## src/rtl/fpadd_avmm_pkg.sv

```systemverilog
// Shared definitions for the FP-add accelerator Avalon-MM initiator.
// Holds the FSM state encoding plus the default register map of the
// accelerator's slave port (operand A/B, GO trigger, result).
package fpadd_avmm_pkg;

  typedef enum logic [2:0] {
    ST_IDLE    = 3'd0,
    ST_WR_A    = 3'd1,
    ST_WR_B    = 3'd2,
    ST_WR_GO   = 3'd3,
    ST_RD_REQ  = 3'd4,
    ST_RD_WAIT = 3'd5,
    ST_RESP    = 3'd6
  } state_e;

  // Default word offsets inside the accelerator's register map
  localparam int unsigned DEF_OFF_A   = 0;
  localparam int unsigned DEF_OFF_B   = 1;
  localparam int unsigned DEF_OFF_GO  = 3;
  localparam int unsigned DEF_OFF_RES = 4;

  // Value written to the GO register to start an addition
  localparam logic [31:0] DEF_GO_WORD = 32'h0000_0001;

endpackage

```

## src/rtl/fpadd_avmm_initiator.sv

```systemverilog
// Avalon-MM host for the memory-mapped FP-add accelerator.
// A command (operand pair) is taken on a valid/ready interface, written to
// the accelerator as A, B and GO, then the result is read back and offered
// on a valid/ready response interface (with a timeout flag if the read
// data never arrives).
//
// Ports:
//   clk, reset         clock, asynchronous active-high reset
//   cmd_valid/ready    command handshake, cmd_a/cmd_b operands
//   rsp_valid/ready    response handshake, rsp_result sum,
//                      rsp_timeout marks a result that timed out
//   avm_*              Avalon-MM host port (all outputs registered)
//   busy               FSM is not idle
//   ops_done           wrapping count of completed responses
module fpadd_avmm_initiator
  import fpadd_avmm_pkg::*;
#(
  parameter int unsigned    DATA_W  = 32,
  parameter int unsigned    ADDR_W  = 3,
  parameter int unsigned    OFF_A   = DEF_OFF_A,
  parameter int unsigned    OFF_B   = DEF_OFF_B,
  parameter int unsigned    OFF_GO  = DEF_OFF_GO,
  parameter int unsigned    OFF_RES = DEF_OFF_RES,
  parameter logic [DATA_W-1:0] GO_WORD = DATA_W'(DEF_GO_WORD),
  parameter int unsigned    TIMEOUT = 1024,
  parameter int unsigned    CNT_W   = 16
) (
  input  logic              clk,
  input  logic              reset,
  input  logic              cmd_valid,
  output logic              cmd_ready,
  input  logic [DATA_W-1:0] cmd_a,
  input  logic [DATA_W-1:0] cmd_b,
  output logic              rsp_valid,
  input  logic              rsp_ready,
  output logic [DATA_W-1:0] rsp_result,
  output logic              rsp_timeout,
  output logic [ADDR_W-1:0] avm_address,
  output logic              avm_read,
  output logic              avm_write,
  output logic [DATA_W-1:0] avm_writedata,
  input  logic [DATA_W-1:0] avm_readdata,
  input  logic              avm_readdatavalid,
  input  logic              avm_waitrequest,
  output logic              busy,
  output logic [CNT_W-1:0]  ops_done
);

  localparam int unsigned TMO_W = (TIMEOUT > 2) ? $clog2(TIMEOUT) : 1;

  state_e              state_q, state_d;
  logic [DATA_W-1:0]   op_a_q, op_a_d;
  logic [DATA_W-1:0]   op_b_q, op_b_d;
  logic [TMO_W-1:0]    tmo_cnt_q, tmo_cnt_d;
  logic [DATA_W-1:0]   rsp_result_q, rsp_result_d;
  logic                rsp_timeout_q, rsp_timeout_d;
  logic                rsp_valid_q, rsp_valid_d;
  logic                cmd_ready_q, cmd_ready_d;
  logic [ADDR_W-1:0]   avm_address_q, avm_address_d;
  logic                avm_read_q, avm_read_d;
  logic                avm_write_q, avm_write_d;
  logic [DATA_W-1:0]   avm_writedata_q, avm_writedata_d;
  logic [CNT_W-1:0]    ops_done_q, ops_done_d;
  logic                xfer_accepted;

  // A pending read or write is taken by the slave in any cycle it does not stall
  assign xfer_accepted = (avm_write_q || avm_read_q) && !avm_waitrequest;

  always_comb begin
    state_d         = state_q;
    op_a_d          = op_a_q;
    op_b_d          = op_b_q;
    tmo_cnt_d       = tmo_cnt_q;
    rsp_result_d    = rsp_result_q;
    rsp_timeout_d   = rsp_timeout_q;
    ops_done_d      = ops_done_q;

    case (state_q)
      ST_IDLE: begin
        if (cmd_valid && cmd_ready_q) begin
          op_a_d  = cmd_a;
          op_b_d  = cmd_b;
          state_d = ST_WR_A;
        end
      end
      ST_WR_A:  if (xfer_accepted) state_d = ST_WR_B;
      ST_WR_B:  if (xfer_accepted) state_d = ST_WR_GO;
      ST_WR_GO: if (xfer_accepted) state_d = ST_RD_REQ;
      ST_RD_REQ: begin
        if (xfer_accepted) begin
          state_d   = ST_RD_WAIT;
          tmo_cnt_d = '0;
        end
      end
      ST_RD_WAIT: begin
        // Being in RD_WAIT already excludes a strobe in the acceptance cycle
        if (avm_readdatavalid) begin
          rsp_result_d  = avm_readdata;
          rsp_timeout_d = 1'b0;
          state_d       = ST_RESP;
        end else if (tmo_cnt_q == TMO_W'(TIMEOUT - 1)) begin
          rsp_result_d  = '0;
          rsp_timeout_d = 1'b1;
          state_d       = ST_RESP;
        end else begin
          tmo_cnt_d = tmo_cnt_q + 1'b1;
        end
      end
      ST_RESP: begin
        if (rsp_ready) begin
          ops_done_d = ops_done_q + 1'b1;
          state_d    = ST_IDLE;
        end
      end
      default: state_d = ST_IDLE;
    endcase

    // Interface outputs are decoded from the next state so that they are
    // registered yet line up with the state they belong to.
    cmd_ready_d     = (state_d == ST_IDLE);
    rsp_valid_d     = (state_d == ST_RESP);
    avm_write_d     = 1'b0;
    avm_read_d      = 1'b0;
    avm_address_d   = '0;
    avm_writedata_d = '0;
    case (state_d)
      ST_WR_A: begin
        avm_write_d     = 1'b1;
        avm_address_d   = ADDR_W'(OFF_A);
        avm_writedata_d = op_a_d;
      end
      ST_WR_B: begin
        avm_write_d     = 1'b1;
        avm_address_d   = ADDR_W'(OFF_B);
        avm_writedata_d = op_b_d;
      end
      ST_WR_GO: begin
        avm_write_d     = 1'b1;
        avm_address_d   = ADDR_W'(OFF_GO);
        avm_writedata_d = GO_WORD;
      end
      ST_RD_REQ: begin
        avm_read_d      = 1'b1;
        avm_address_d   = ADDR_W'(OFF_RES);
      end
      default: ;
    endcase
  end

  always_ff @(posedge clk or posedge reset) begin
    if (reset) begin
      state_q         <= ST_IDLE;
      op_a_q          <= '0;
      op_b_q          <= '0;
      tmo_cnt_q       <= '0;
      rsp_result_q    <= '0;
      rsp_timeout_q   <= 1'b0;
      rsp_valid_q     <= 1'b0;
      cmd_ready_q     <= 1'b0;
      avm_address_q   <= '0;
      avm_read_q      <= 1'b0;
      avm_write_q     <= 1'b0;
      avm_writedata_q <= '0;
      ops_done_q      <= '0;
    end else begin
      state_q         <= state_d;
      op_a_q          <= op_a_d;
      op_b_q          <= op_b_d;
      tmo_cnt_q       <= tmo_cnt_d;
      rsp_result_q    <= rsp_result_d;
      rsp_timeout_q   <= rsp_timeout_d;
      rsp_valid_q     <= rsp_valid_d;
      cmd_ready_q     <= cmd_ready_d;
      avm_address_q   <= avm_address_d;
      avm_read_q      <= avm_read_d;
      avm_write_q     <= avm_write_d;
      avm_writedata_q <= avm_writedata_d;
      ops_done_q      <= ops_done_d;
    end
  end

  assign cmd_ready     = cmd_ready_q;
  assign rsp_valid     = rsp_valid_q;
  assign rsp_result    = rsp_result_q;
  assign rsp_timeout   = rsp_timeout_q;
  assign avm_address   = avm_address_q;
  assign avm_read      = avm_read_q;
  assign avm_write     = avm_write_q;
  assign avm_writedata = avm_writedata_q;
  assign busy          = (state_q != ST_IDLE);
  assign ops_done      = ops_done_q;

endmodule

```

## config.mk

```make
export PLATFORM = sky130hd
export DESIGN_NAME = fpadd_avmm_initiator
export DESIGN_NICKNAME = d
export VERILOG_FILES = /design/src/rtl/fpadd_avmm_pkg.sv /design/src/rtl/fpadd_avmm_initiator.sv
export SDC_FILE = /design/constraint.sdc
export NUM_CORES = 1
export LEC_CHECK = 0
export BUFFER_PORTS_ARGS = -buffer_cell sky130_fd_sc_hd__buf_2
export CORE_MARGIN = 5
export CORE_UTILIZATION = 45
export DETAILED_ROUTE_END_ITERATION = 16
export PLACE_DENSITY = 0.69
export SLEW_MARGIN = 20
export SYNTH_ARGS = -nofsm -noshare
export SYNTH_HDL_FRONTEND = slang
export SYNTH_SLANG_ARGS = --single-unit
```

## constraint.sdc

```tcl
create_clock -name clk -period 9.55 [get_ports clk]
set_input_delay 0.4775 -clock clk [delete_from_list [all_inputs] [get_ports clk]]
set_output_delay 0.4775 -clock clk [all_outputs]
set_load 0.005 [all_outputs]
```

==> impl_metrics.json <==
{
  "status": "completed",
  "criticalPathCategory": "register to register",
  "yosysTopAreaCellShare": 0.639,
  "antenna_found_initial": 0,
  "p_switching_mw": 0.757,
  "use_met1": 0.221,
  "grt_start_max_net_pins": 91,
  "synth_top_cell_by_area": "dfrtp_1",
  "worst_setup_path_start_kind": "register",
  "first_pass_iters": 4,
  "post_cts_buffers": 0,
  "vias": 4345,
  "holdCritPathClass": "input port to asynchronous set/reset pin",
  "fp.dieArea_mm2": 0.0169,
  "final_util": 0.576,
  "synth_area_per_cell_um2": 14.4,
  "cts.sinks": 165,
  "timing.fmax_ghz": 0.286,
  "rows": 43,
  "pwr-share-comb": 0.319,
  "syn_nets": 553,
  "num-nets-final": 738,
  "design.core.area_mm2": 0.0140,
  "cts_tree": "done",
  "ys_warn_count": 0,
  "cts_buffers": 17,
  "place.gp.congestion": 0.828,
  "fp.dieW_um": 130,
  "endpoint_kind": "register",
  "ys.flop_type": "dfrtp_1",
  "p_per_area_mw_per_mm2": 317,
  "drt-initial-drc-count": 300,
  "stdcell_area_mm2": 0.00806,
  "relSlewSlack": 0.341,
  "port-buffer-count": 190,
  "cts_resized": 0,
  "vias_per_cell": 5.27,
  "clk_pin_slew_ns": 0.06,
  "final_layout_size_suffix_gt1_frac": 0.463,
  "hold_buffers": 0,
  "layout_common_cells": "190 x buf_2, 165 x dfrtp_1, 66 x mux2_2",
  "hold_viol": 0,
  "synthCells": 449,
  "netlist_area_mm2": 0.00646,
  "async_reset_ff_frac": 1.00,
  "io_pins": 191,
  "synth_edf_count": 0,
  "crit_buf_inv": 1,
  "place_hpwl_um": 10100,
  "synth-seq-area-share": 0.639,
  "power_leakage_nw": 3.99,
  "final_common_cell": "buf_2",
  "clock-root-buffer": "clkbuf_16",
  "drcViolationCount": 0,
  "grt_overflow_total": 0,
  "first_global_vias": 4507,
  "busiest_layer": "met2",
  "grt.met2_usage": 0.284,
  "power.total_mw": 2.55,
  "cpMaxStageDelayCell": "a31oi_4",
  "tns_ns": 0,
  "maxSlewViolCount": 0,
  "wl_per_cell_um": 17.5,
  "rsz0062_at_grt": "no",
  "crit_fanout": 37,
  "peakVddDrop_v": 0.000129,
  "synth_seq_cells": 165,
  "clock_latency_ns": 0.42,
  "gr-usage-met3": 0.0512,
  "crit_path_cell_trace": "and3b_1 > and2_2 > a31oi_4 > and4_1 > buf_4 > a32o_1",
  "place_area_mm2": 0.00749,
  "dieHeight_um": 130,
  "ff2ff_setup_slack_ns": 6.05,
  "slowest_delay_ns": 0.87,
  "cap_violations": 0,
  "finClkSkew_ns": 0.00761,
  "ant_nets": 0,
  "synth_area_leaders": "dfrtp_1 64%, mux2_2 12%, a32o_1 4.8%",
  "fin_crit_ns": 3.50,
  "seqPwrFrac": 0.426,
  "htreeDepth": 4,
  "synthDistinctLibCells": 44,
  "finalSetupViolations": 0,
  "pwr-share-clk": 0.255,
  "critical_path.top_delay_family": "simple AND/OR/NAND/NOR gates",
  "track_usage": 0.174,
  "fin_crit_sh": 0.366,
  "tightest_slew_ns": 0.988,
  "worstPathRequired_ns": 9.90,
  "area_growth_pct": 24.7,
  "totalWireLength_um": 14500,
  "clockBufferDepth": 2,
  "start_util": 0.462,
  "intPower_mw": 1.80,
  "cp.arrival_ns": 3.85,
  "grt_pass1_wl_um": 22800,
  "switching_share": 0.297
}
-- synthesized netlist by cell type, types with 2 or more instances --
master,instances
a21oi_1,5
a22o_1,32
a31oi_4,2
a32o_1,31
and2_1,3
and3_1,4
and4_1,2
buf_2,7
buf_4,7
buf_6,2
buf_8,3
clkbuf_1,10
dfrtp_1,165
ha_1,2
inv_1,5
inv_2,2
mux2_2,66
nand2_1,15
nand3_1,7
nand4_1,8
nor2_1,13
nor3_1,6
o21ai_0,13
o31ai_1,2
or3_1,2
xnor2_1,14
xor2_1,4
-- kinds of logic (layout without fill, tap and decap cells) --
| family | after synthesis | in the layout | share of synthesized area |
|---|---|---|---|
| AOI/OAI and AO/OA | 90 | 90 | 0.121 |
| xor gates and xnor gates | 18 | 18 | 0.0244 |
| adders and majority gates | 2 | 2 | 0.00387 |
| buffers and inverters | 36 | 231 | 0.0339 |
| DFF | 165 | 165 | 0.639 |
| muxes | 66 | 66 | 0.115 |
| other | 0 | 1 | 0 |
| and+or+nand+nor | 72 | 72 | 0.0628 |
-- power by group through the flow --
stage / sequential, mW / clock, mW / combinational, mW
after floorplan: 1.08 / 0 / 0.587
after global placement: 1.09 / 0 / 0.804
after detailed placement: 1.10 / 0 / 0.828
after CTS: 1.09 / 0.665 / 0.831
after global routing: 1.11 / 0.696 / 0.899
final: 1.09 / 0.650 / 0.815
-- metrics by stage --
step | hold slack (ns) | setup slack [ns] | cells
after CTS | 0.177 | 5.77 | 824
after detailed placement | 0.476 | 5.78 | 795
after floorplan | 0.465 | 4.61 | 449
after global routing | 0.213 | 5.82 | 824
final | 0.163 | 6.05 | 825
after global placement | 0.456 | 5.93 | 795
-- path summary, 6_finish.rpt --
check	start	end	cells past startpoint
max	state_q[1]$_DFF_PP0_	avm_writedata[15]$_DFF_PP0_	6
min	reset	op_b_q[13]$_DFF_PP0_	2
max reg2reg	state_q[1]$_DFF_PP0_	avm_writedata[15]$_DFF_PP0_	6
min reg2reg	ops_done[15]$_DFFE_PP0P_	ops_done[15]$_DFFE_PP0P_	1
max in group asynchronous	reset	avm_writedata[27]$_DFF_PP0_	3
min in group clk	avm_readdata[6]	rsp_result[6]$_DFFE_PP0P_	2
-- routing by layer --
| metal | part of all wire | vias to the layer above |
|---|---|---|
| li1 | - | 2024 |
| met1 | 0.42 | 2191 |
| met2 | 0.51 | 119 |
| met3 | 0.060 | 11 |
| met4 | 0.011 | 0 |
| met5 | 0 | - |
-- sequential cells by signal, indices dropped and copies added, names as in the netlist, 3 cells and up --
signal,flops
avm_address,3
avm_writedata,32
op_a_q,32
op_b_q,32
ops_done,16
rsp_result,32
state_q,3
tmo_cnt_q,10
-- area by class of cell --
type                            count  area (µm²)
Antenna cell                        1        2.50
Clock buffer                       25         485
Clock inverter                      4        72.6
Fill cell                        1155        5930
Inverter                            7        31.3
Multi-Input combinational cell    248        2120
Sequential cell                   165        4130
Tap cell                          180         225
Timing Repair Buffer              195         992
-- worst register-to-register path, delay by kind of cell (launching register included) --
family,cells,cell delay [ns]
DFF,1,0.53
and+or+nand+nor,3,1.52
buffers and inverters,1,0.35
AOI/OAI and AO/OA,2,1.03
Note: power is estimated with default switching activity, not from simulation.
